==> config.mk <==
export PLATFORM = sky130hd
export DESIGN_NAME = sap_controller_sequencer_flat
export DESIGN_NICKNAME = d
export VERILOG_FILES = /design/src/rtl/sap_ctrl_if.sv /design/src/rtl/sap_controller_sequencer.sv /design/src/flat_wrapper.sv
export SDC_FILE = /design/constraint.sdc
export NUM_CORES = 1
export LEC_CHECK = 0
export ABC_AREA = 0
export BUFFER_PORTS_ARGS = -buffer_cell sky130_fd_sc_hd__buf_2
export CAP_MARGIN = 20
export CORE_ASPECT_RATIO = 1.5
export CORE_MARGIN = 10
export CORE_UTILIZATION = 44
export CTS_CLUSTER_DIAMETER = 60
export DETAILED_ROUTE_END_ITERATION = 10
export GPL_TIMING_DRIVEN = 1
export MAX_ROUTING_LAYER = met4
export PLACE_DENSITY = 0.78
export SLEW_MARGIN = 25
export SYNTH_ARGS = -nofsm -noshare
export SYNTH_HDL_FRONTEND = slang
export SYNTH_SLANG_ARGS = --single-unit
==> constraint.sdc <==
create_clock -name clock -period 1.8 [get_ports clock]
set_input_delay 0.09 -clock clock [delete_from_list [all_inputs] [get_ports clock]]
set_output_delay 0.09 -clock clock [all_outputs]
set_load 0.05 [all_outputs]
==> src/rtl/sap_ctrl_if.sv <==
// Control bundle between the SAP sequencer and the datapath: run/opcode in,
// one-hot T-state, status and active-high control strobes out.
interface sap_ctrl_if;
  logic       run;
  logic [3:0] opcode;
  logic       pc_inc;
  logic       pc_out;
  logic       mar_in;
  logic       ram_out;
  logic       ir_in;
  logic       ir_out;
  logic       a_in;
  logic       a_out;
  logic       b_in;
  logic       alu_sub;
  logic       alu_out;
  logic       out_in;
  logic [5:0] tstate;
  logic       halted;
  logic [7:0] instr_count;

  modport master (
    input  run, opcode,
    output pc_inc, pc_out, mar_in, ram_out, ir_in, ir_out, a_in, a_out,
           b_in, alu_sub, alu_out, out_in, tstate, halted, instr_count
  );

  modport slave (
    output run, opcode,
    input  pc_inc, pc_out, mar_in, ram_out, ir_in, ir_out, a_in, a_out,
           b_in, alu_sub, alu_out, out_in, tstate, halted, instr_count
  );
endinterface

==> src/rtl/sap_controller_sequencer.sv <==
// SAP-1 style controller: six-step one-hot ring (T1..T6), opcode decode into
// control strobes, sticky halt, run/pause gate and a retired-instruction count.
module sap_controller_sequencer #(
  parameter logic [3:0] OP_LDA = 4'h0,
  parameter logic [3:0] OP_ADD = 4'h1,
  parameter logic [3:0] OP_SUB = 4'h2,
  parameter logic [3:0] OP_OUT = 4'hE,
  parameter logic [3:0] OP_HLT = 4'hF
) (
  input  logic       clock,
  input  logic       reset,
  sap_ctrl_if.master bus
);

  typedef enum logic [5:0] {
    T1 = 6'b000001,
    T2 = 6'b000010,
    T3 = 6'b000100,
    T4 = 6'b001000,
    T5 = 6'b010000,
    T6 = 6'b100000
  } tstate_e;

  typedef struct packed {
    logic pc_inc;
    logic pc_out;
    logic mar_in;
    logic ram_out;
    logic ir_in;
    logic ir_out;
    logic a_in;
    logic a_out;
    logic b_in;
    logic alu_sub;
    logic alu_out;
    logic out_in;
  } strobes_t;

  tstate_e    tstate_q, tstate_d;
  logic       halted_q, halted_d;
  logic [7:0] count_q, count_d;
  logic       active;
  strobes_t   decode;
  strobes_t   strobes;

  assign active = bus.run & ~halted_q;

  // NOTE: synchronous reset, so it sits inside the clocked branch and is
  // sampled only on the rising edge; it also overrides run and halt.
  always_ff @(posedge clock) begin
    if (reset) begin
      tstate_q <= T1;
      halted_q <= 1'b0;
      count_q  <= 8'h00;
    end else begin
      tstate_q <= tstate_d;
      halted_q <= halted_d;
      count_q  <= count_d;
    end
  end

  // NOTE: every next-state variable gets its hold value first so no path
  // through the case leaves one unassigned (which would infer a latch).
  always_comb begin
    tstate_d = tstate_q;
    halted_d = halted_q;
    count_d  = count_q;
    case (tstate_q)
      T1: if (active) tstate_d = T2;
      T2: if (active) tstate_d = T3;
      T3: if (active) tstate_d = T4;
      T4: begin
        if (active) begin
          if (bus.opcode == OP_HLT) halted_d = 1'b1;
          else                      tstate_d = T5;
        end
      end
      T5: if (active) tstate_d = T6;
      T6: begin
        if (active) begin
          tstate_d = T1;
          count_d  = count_q + 8'd1;
        end
      end
      // Corrupted ring state resynchronises to fetch regardless of run.
      default: tstate_d = T1;
    endcase
  end

  always_comb begin
    decode = '0;
    case (tstate_q)
      T1: begin decode.pc_out  = 1'b1; decode.mar_in = 1'b1; end
      T2: decode.pc_inc = 1'b1;
      T3: begin decode.ram_out = 1'b1; decode.ir_in  = 1'b1; end
      T4: begin
        if (bus.opcode == OP_LDA || bus.opcode == OP_ADD || bus.opcode == OP_SUB) begin
          decode.ir_out = 1'b1;
          decode.mar_in = 1'b1;
        end else if (bus.opcode == OP_OUT) begin
          decode.a_out  = 1'b1;
          decode.out_in = 1'b1;
        end
      end
      T5: begin
        if (bus.opcode == OP_LDA) begin
          decode.ram_out = 1'b1;
          decode.a_in    = 1'b1;
        end else if (bus.opcode == OP_ADD || bus.opcode == OP_SUB) begin
          decode.ram_out = 1'b1;
          decode.b_in    = 1'b1;
        end
      end
      T6: begin
        if (bus.opcode == OP_ADD || bus.opcode == OP_SUB) begin
          decode.alu_out = 1'b1;
          decode.a_in    = 1'b1;
          decode.alu_sub = (bus.opcode == OP_SUB);
        end
      end
      default: decode = '0;
    endcase
  end

  assign strobes = active ? decode : '0;

  assign bus.pc_inc      = strobes.pc_inc;
  assign bus.pc_out      = strobes.pc_out;
  assign bus.mar_in      = strobes.mar_in;
  assign bus.ram_out     = strobes.ram_out;
  assign bus.ir_in       = strobes.ir_in;
  assign bus.ir_out      = strobes.ir_out;
  assign bus.a_in        = strobes.a_in;
  assign bus.a_out       = strobes.a_out;
  assign bus.b_in        = strobes.b_in;
  assign bus.alu_sub     = strobes.alu_sub;
  assign bus.alu_out     = strobes.alu_out;
  assign bus.out_in      = strobes.out_in;
  assign bus.tstate      = tstate_q;
  assign bus.halted      = halted_q;
  assign bus.instr_count = count_q;

endmodule

==> src/flat_wrapper.sv <==
// flat-port wrapper written by rule: the top's interface ports become plain ports
module sap_controller_sequencer_flat 
#(
  parameter logic [3:0] OP_LDA = 4'h0,
  parameter logic [3:0] OP_ADD = 4'h1,
  parameter logic [3:0] OP_SUB = 4'h2,
  parameter logic [3:0] OP_OUT = 4'hE,
  parameter logic [3:0] OP_HLT = 4'hF
)
  (clock, reset, bus_run, bus_opcode, bus_pc_inc, bus_pc_out, bus_mar_in, bus_ram_out, bus_ir_in, bus_ir_out, bus_a_in, bus_a_out, bus_b_in, bus_alu_sub, bus_alu_out, bus_out_in, bus_tstate, bus_halted, bus_instr_count);
  sap_ctrl_if bus_i ();
  input  logic clock;
  input  logic reset;
  input wire logic [$bits(bus_i.run)-1:0] bus_run;
  input wire logic [$bits(bus_i.opcode)-1:0] bus_opcode;
  output wire logic [$bits(bus_i.pc_inc)-1:0] bus_pc_inc;
  output wire logic [$bits(bus_i.pc_out)-1:0] bus_pc_out;
  output wire logic [$bits(bus_i.mar_in)-1:0] bus_mar_in;
  output wire logic [$bits(bus_i.ram_out)-1:0] bus_ram_out;
  output wire logic [$bits(bus_i.ir_in)-1:0] bus_ir_in;
  output wire logic [$bits(bus_i.ir_out)-1:0] bus_ir_out;
  output wire logic [$bits(bus_i.a_in)-1:0] bus_a_in;
  output wire logic [$bits(bus_i.a_out)-1:0] bus_a_out;
  output wire logic [$bits(bus_i.b_in)-1:0] bus_b_in;
  output wire logic [$bits(bus_i.alu_sub)-1:0] bus_alu_sub;
  output wire logic [$bits(bus_i.alu_out)-1:0] bus_alu_out;
  output wire logic [$bits(bus_i.out_in)-1:0] bus_out_in;
  output wire logic [$bits(bus_i.tstate)-1:0] bus_tstate;
  output wire logic [$bits(bus_i.halted)-1:0] bus_halted;
  output wire logic [$bits(bus_i.instr_count)-1:0] bus_instr_count;
  assign bus_i.run = bus_run;
  assign bus_i.opcode = bus_opcode;
  assign bus_pc_inc = bus_i.pc_inc;
  assign bus_pc_out = bus_i.pc_out;
  assign bus_mar_in = bus_i.mar_in;
  assign bus_ram_out = bus_i.ram_out;
  assign bus_ir_in = bus_i.ir_in;
  assign bus_ir_out = bus_i.ir_out;
  assign bus_a_in = bus_i.a_in;
  assign bus_a_out = bus_i.a_out;
  assign bus_b_in = bus_i.b_in;
  assign bus_alu_sub = bus_i.alu_sub;
  assign bus_alu_out = bus_i.alu_out;
  assign bus_out_in = bus_i.out_in;
  assign bus_tstate = bus_i.tstate;
  assign bus_halted = bus_i.halted;
  assign bus_instr_count = bus_i.instr_count;
  sap_controller_sequencer #(.OP_LDA(OP_LDA), .OP_ADD(OP_ADD), .OP_SUB(OP_SUB), .OP_OUT(OP_OUT), .OP_HLT(OP_HLT)) u_core (.clock(clock), .reset(reset), .bus(bus_i));
endmodule
==> run metrics, run 1 <==
status finished with violations; violated checks setup timing; Critical Path Sink bus_a_out; Post-Route WL 3.63 mm; reg-to-reg critical path endpoint u_core.bus.tstate[3]; Sink Count 15; area of the core 0.00223 mm^2; fin nets 189; Tightest Hold Check Type input port to flop; Worst Hold Launch bus_run; drt wl/cell 17.9 um; launching element type of the critical path flop; Critical Path End Type primary output; die area 0.00467 mm^2; measured slew at the worst slew-check pin between 0.4 and 0.5 ns; Clock Tree Buf Depth 2; largest area contributor in the netlist dfxtp_1; R2R setup slack -0.18 ns; Synth Flop Type dfxtp_1; Pins Over Slew Limit 0; Synth area leaders dfxtp_1 30%, nor2_1 7.4%, xor2_1 5.2%; Detailed Place HPWL 2.35 mm; Post-Syn Area 0.00102 mm^2; Max Freq 0.463 GHz; initial antenna violation count 0; worst setup path start u_core.bus.tstate[2]; top cells by count, synth 20 x nor2_1, 15 x dfxtp_1, 13 x nand2_1, 8 x nand3_1; Worst EP arrival 2.07 ns; first-pass GRT wire length 5.69 mm; Ys Warns 0; Rows 21; Die X 59.3 um; #FFs+latches synth 15; Final Critical Period 2.16 ns; PwrDens between 500 and 600 mW/mm^2; ANT cells 0; CP required 1.71 ns; chip height 78.9 um; number of flops mapped to enable cells by yosys 0; Initial DRT Pass Iterations 5; vias around 1200; PortBufs 33; area of the multi-input gates 893 um^2; setup TNS -2.20 ns; relative slew slack 70.7%; post-route ant nets 0; Fill cells 145; vias per cell a little under 6; Starting Density ~46%; Min Hold Slack 0.0869 ns; final setup margin -0.359 ns; GR Util All Layers between 15 and 20%; clk root buf clkbuf_4; crit path max fanout 2; CTS tree built; flip-flop and latch area about 310 um^2; Max-Cap Viols 0; Setup-failing EPs final 12; Hold Fails Final Rpt 0; kind of critical path flop to primary output; RSZ-0062 raised after global routing true; Placement Setup Slack -0.198 ns; most frequent cell after synthesis nor2_1; GRT overflow 0; post-synthesis area per instance 8.14 um^2; Post-synth ARST share 0%; placer congestion estimate ~0.85; Post-Synthesis Cells 125; I/O pins 34; DRT iter0 DRCs 38; Worst-Skew Late Latency 0.29 ns; Worst R2R Start u_core.bus.tstate[2]; Synth cell types 41; Max VDD drop 484 uV; final core occ 77.2%; # H-tree levels 1; share of layout cells above drive strength 1 61.7%; period utilisation layout 120%; clk slew on worst S/H paths approximately 0.090 ns; register area share after synthesis 29.5%; largest net degree at the start of global routing 22; Mapped Nets 133; Final Skew approximately 0.0062 ns; DRC 0; Synth top area share approximately 30%; area grow syn2layout 69.5%; CTS Buf Count 3; Leak ~0.00073 uW; vias in the first global route 1212; reg2reg path depth 4
[placed cells by master (no fill, tap or decap), types with 2 or more instances in the layout]
cell type / instances
buf_2: 22
buf_4: 16
nor2_1: 14
buf_6: 12
nand2_1: 11
dfxtp_1: 10
xor2_1: 6
nor2b_1: 5
or4_4: 5
clkbuf_4: 5
nand3_1: 4
mux2_4: 4
nor2_2: 3
nor4_4: 3
nor2_4: 3
nand4_1: 3
buf_8: 3
dfxtp_2: 3
and2b_2: 2
nand3_2: 2
a21oi_2: 2
nand2b_1: 2
nand3_4: 2
o31ai_4: 2
and3_1: 2
a21oi_1: 2
dfxtp_4: 2
[cells by family after synthesis]
kind of cell / share of synthesized area, %
muxes: 6.52
buffers and inverters: 6.77
xor gates and xnor gates: 5.17
adders and majority gates: 1.23
and+or+nand+nor: 39.2
AOI/OAI and AO/OA: 11.6
DFF: 29.5
[per-layer routing]
metal  up-vias  part of all wire, %  track usage (%)  wire length, um
met2        40                   57             27.9             2070
met4         0                  1.6             5.76               59
met1       575                   37             15.0             1340
met5         -                    0                -                0
li1        561                    -                -                -
met3         7                  4.4             3.66              161
[worst max-delay path, cell delays in order (launching register included)]
cell and delay, ns:
dfxtp_2 0.33, or4_4 0.54, buf_6 0.13, or2_4 0.26, nor4_4 0.31, buf_6 0.21
[flip-flops by register name, summed over array words and instances, names as in the netlist]
name / count
u_core.bus.halted: 1
u_core.bus.instr_count: 8
u_core.bus.tstate: 6
[through the flow]
step	std cells	power, uW	area (um^2)
global route	203	950	1720
detailed placement	190	588	1320
global placement	190	582	1320
CTS	202	844	1600
finish	203	912	1720
floorplan	125	521	1080
[repair_timing]
action / in CTS / in global routing
pin swaps: 15 / 10
gates resized for setup: 46 / 24
cloned: 1 / 0
setup endpoints to repair: 16 / 21
setup buffers: 7 / 3
hold buffers: 0 / 0
endpoints found under the hold margin: 0 / 0
[where the power goes]
group / switching (uW) / total, uW / internal (uW) / leakage, uW
Sequential: 5.20 / 344 / 339 / 0.000124
Clock: 107 / 194 / 86.2 / 0.0000150
Combinational: 208 / 374 / 167 / 0.000588
[area by class of cell]
type	count	area share, %
Clock buffer	4	1.52
Inverter	2	0.435
Multi-Input combinational cell	102	51.8
Sequential cell	15	18.1
Tap cell	23	1.67
Timing Repair Buffer	57	26.5
[worst min-delay path by stage]
stage	slack [ns]	cells after the start	to
2_1_floorplan	0.23	2	u_core.bus.halted
4_1_cts	0.07	3	u_core.bus.halted
5_1_grt	0.09	3	u_core.bus.halted
3_5_place_dp	0.37	3	u_core.bus.halted
3_3_place_gp	0.36	3	u_core.bus.halted
6_report	0.09	3	u_core.bus.halted
Note: power is estimated with default switching activity, not from simulation.
==> run 2: changes to the inputs <==
==> constraint.sdc (replaced) <==
create_clock -name clock -period 1.8 [get_ports clock]
set_input_delay 0.09 -clock clock [delete_from_list [all_inputs] [get_ports clock]]
set_output_delay 0.09 -clock clock [all_outputs]
set_load 0.02 [all_outputs]
==> run metrics, run 2 (synthesis results as in run 1) <==
status finished with violations; violated checks setup timing; Max Freq 0.508 GHz; Sink Count 15; Critical Path End Type flop; fin area 0.00146 mm^2; GRT overflow 0; vias per cell 5.87; kind of critical path flop to flop; Clock Tree Buf Depth 2; Die X roughly 59 um; CTS Buf Count 3; placed cell area 0.00130 mm^2; M3 GR Usage under 10%; Detailed Place HPWL 2.36 mm; Critical Path, Cell by Cell or4_4, or4_4, o211a_4, mux2_4; Worst Hold Launch bus_run; gr busiest metal met2; max FFs per register 8; launching element type of the critical path flop; Crit path largest cell delay roughly 0.54 ns; die area 0.00467 mm^2; ANT cells 0; relative slew slack 65.9%; Tightest Hold Check Type input port to flop; chip height 78.9 um; post-route ant nets 0; Placement Setup Slack -0.165 ns; Worst path top cell family by delay simple AND/OR/NAND/NOR gates; most common cell after layout, fill and taps aside buf_2; Leak 0.000652 uW; final setup margin -0.170 ns; clk root buf clkbuf_4; # H-tree levels 1; Hold Fails Final Rpt 0; Final Critical Period 1.97 ns; share of layout cells above drive strength 1 48.5%; Initial DRT Pass Iterations 4; fin nets 180; DRC 0; Max-Cap Viols 0; most frequent cells in the layout 27 x buf_2, 19 x nor2_1, 15 x buf_4, 11 x nand2_1, 11 x dfxtp_1; RSZ-0062 raised after global routing true; WP buf/inv 0; Setup-failing EPs final 12; Fill cells 186; largest net degree at the start of global routing 22; vias in the first global route 1103; Max VDD drop 427 uV; PwrDens 537 mW/mm^2; Worst EP arrival 2.15 ns; worst setup path start u_core.bus.tstate[0]; Worst-Skew Late Latency 0.30 ns; period utilisation layout 109%; measured slew at the worst slew-check pin roughly 0.51 ns; Top cell by count, worst path or4_4; area grow syn2layout 43.2%; Rows 21; initial antenna violation count 0; total power 782 uW; Post-Route WL 3.16 mm; global-route track usage on met1 12.9%; CTS tree built; CP max stage cell or4_4; clk slew on worst S/H paths 0.10 ns; PortBufs 33; drt wl/cell 16.3 um; area of the core 0.00223 mm^2; DRT iter0 DRCs 49; crit path max fanout 4; I/O pins 34; GR Util All Layers 13.1%; placer congestion estimate 0.832; Starting Density ~46%; Worst R2R Start u_core.bus.tstate[0]; Final Skew 0.0114 ns; first-pass GRT wire length about 5.0 mm; CP required between 1.5 and 2 ns; final core occ 65.2%; vias between 1000 and 1500; Pins Over Slew Limit 0; global-route track usage on met2 a little under a quarter
==> run 2: changes by cell type in the layout (fill, tap and decap cells not counted), sizes merged <==
cell and delta:
clkbuf -3, clkinv +1, clkdlybuf4s15 -1, buf -6
==> run 2: final timing paths <==
| kind | end | slack, ns | cells past startpoint |
|---|---|---|---|
| max | u_core.bus.tstate[3] | -0.17 | 4 |
| min | u_core.bus.halted | 0.07 | 3 |
| max reg2reg | u_core.bus.tstate[3] | -0.17 | 4 |
| min reg2reg | u_core.bus.halted | 0.49 | 2 |
==> run 2: per-stage QoR <==
stage	hold slack [ns]	instances	TNS, ns
5_1_grt	0.0774	194	-1.89
2_1_floorplan	0.230	125	-0.749
4_1_cts	0.0483	194	-1.48
6_report	0.0660	194	-1.25
3_5_place_dp	0.369	188	-0.980
3_3_place_gp	0.357	188	-0.730
==> run 2: report_power, final <==
| part | switching (uW) | internal, uW | total [uW] |
|---|---|---|---|
| clock network | 117 | 82.8 | 200 |
| logic | 134 | 106 | 240 |
| registers | 3.82 | 339 | 342 |
| total | 255 | 528 | 782 |
==> run 2: metal layers <==
layer | wire length [um] | vias to the layer above
li1 | - | 544
met5 | 0 | -
met1 | 1220 | 555
met4 | 63 | 0
met3 | 195 | 7
met2 | 1680 | 32
==> run 2: tightest hold or removal path, cell delays in order <==
cell,delay (ns)
buf_2,0.12
nand2_1,0.05
a21oi_1,0.05
==> run 2: repair_timing <==
| action | 4_1_cts | 5_1_grt |
|---|---|---|
| pin swaps | 4 | 6 |
| resized for setup | 20 | 7 |
| buffers inserted | 2 | 0 |
| hold buffers | 0 | 0 |
| hold endpoints to repair | 0 | 0 |
| setup endpoints to repair | 16 | 19 |
==> run 2: cell type report <==
cell class,count,area [um^2],share of cell area [%]
clock inverter,1,5.00,0.344
clock buffer,3,22.5,1.55
timing repair buffer,48,342,23.5
tap,23,28.8,1.98
sequential,15,308,21.1
inverter,2,7.51,0.515
multi-input combinational,102,743,51.0
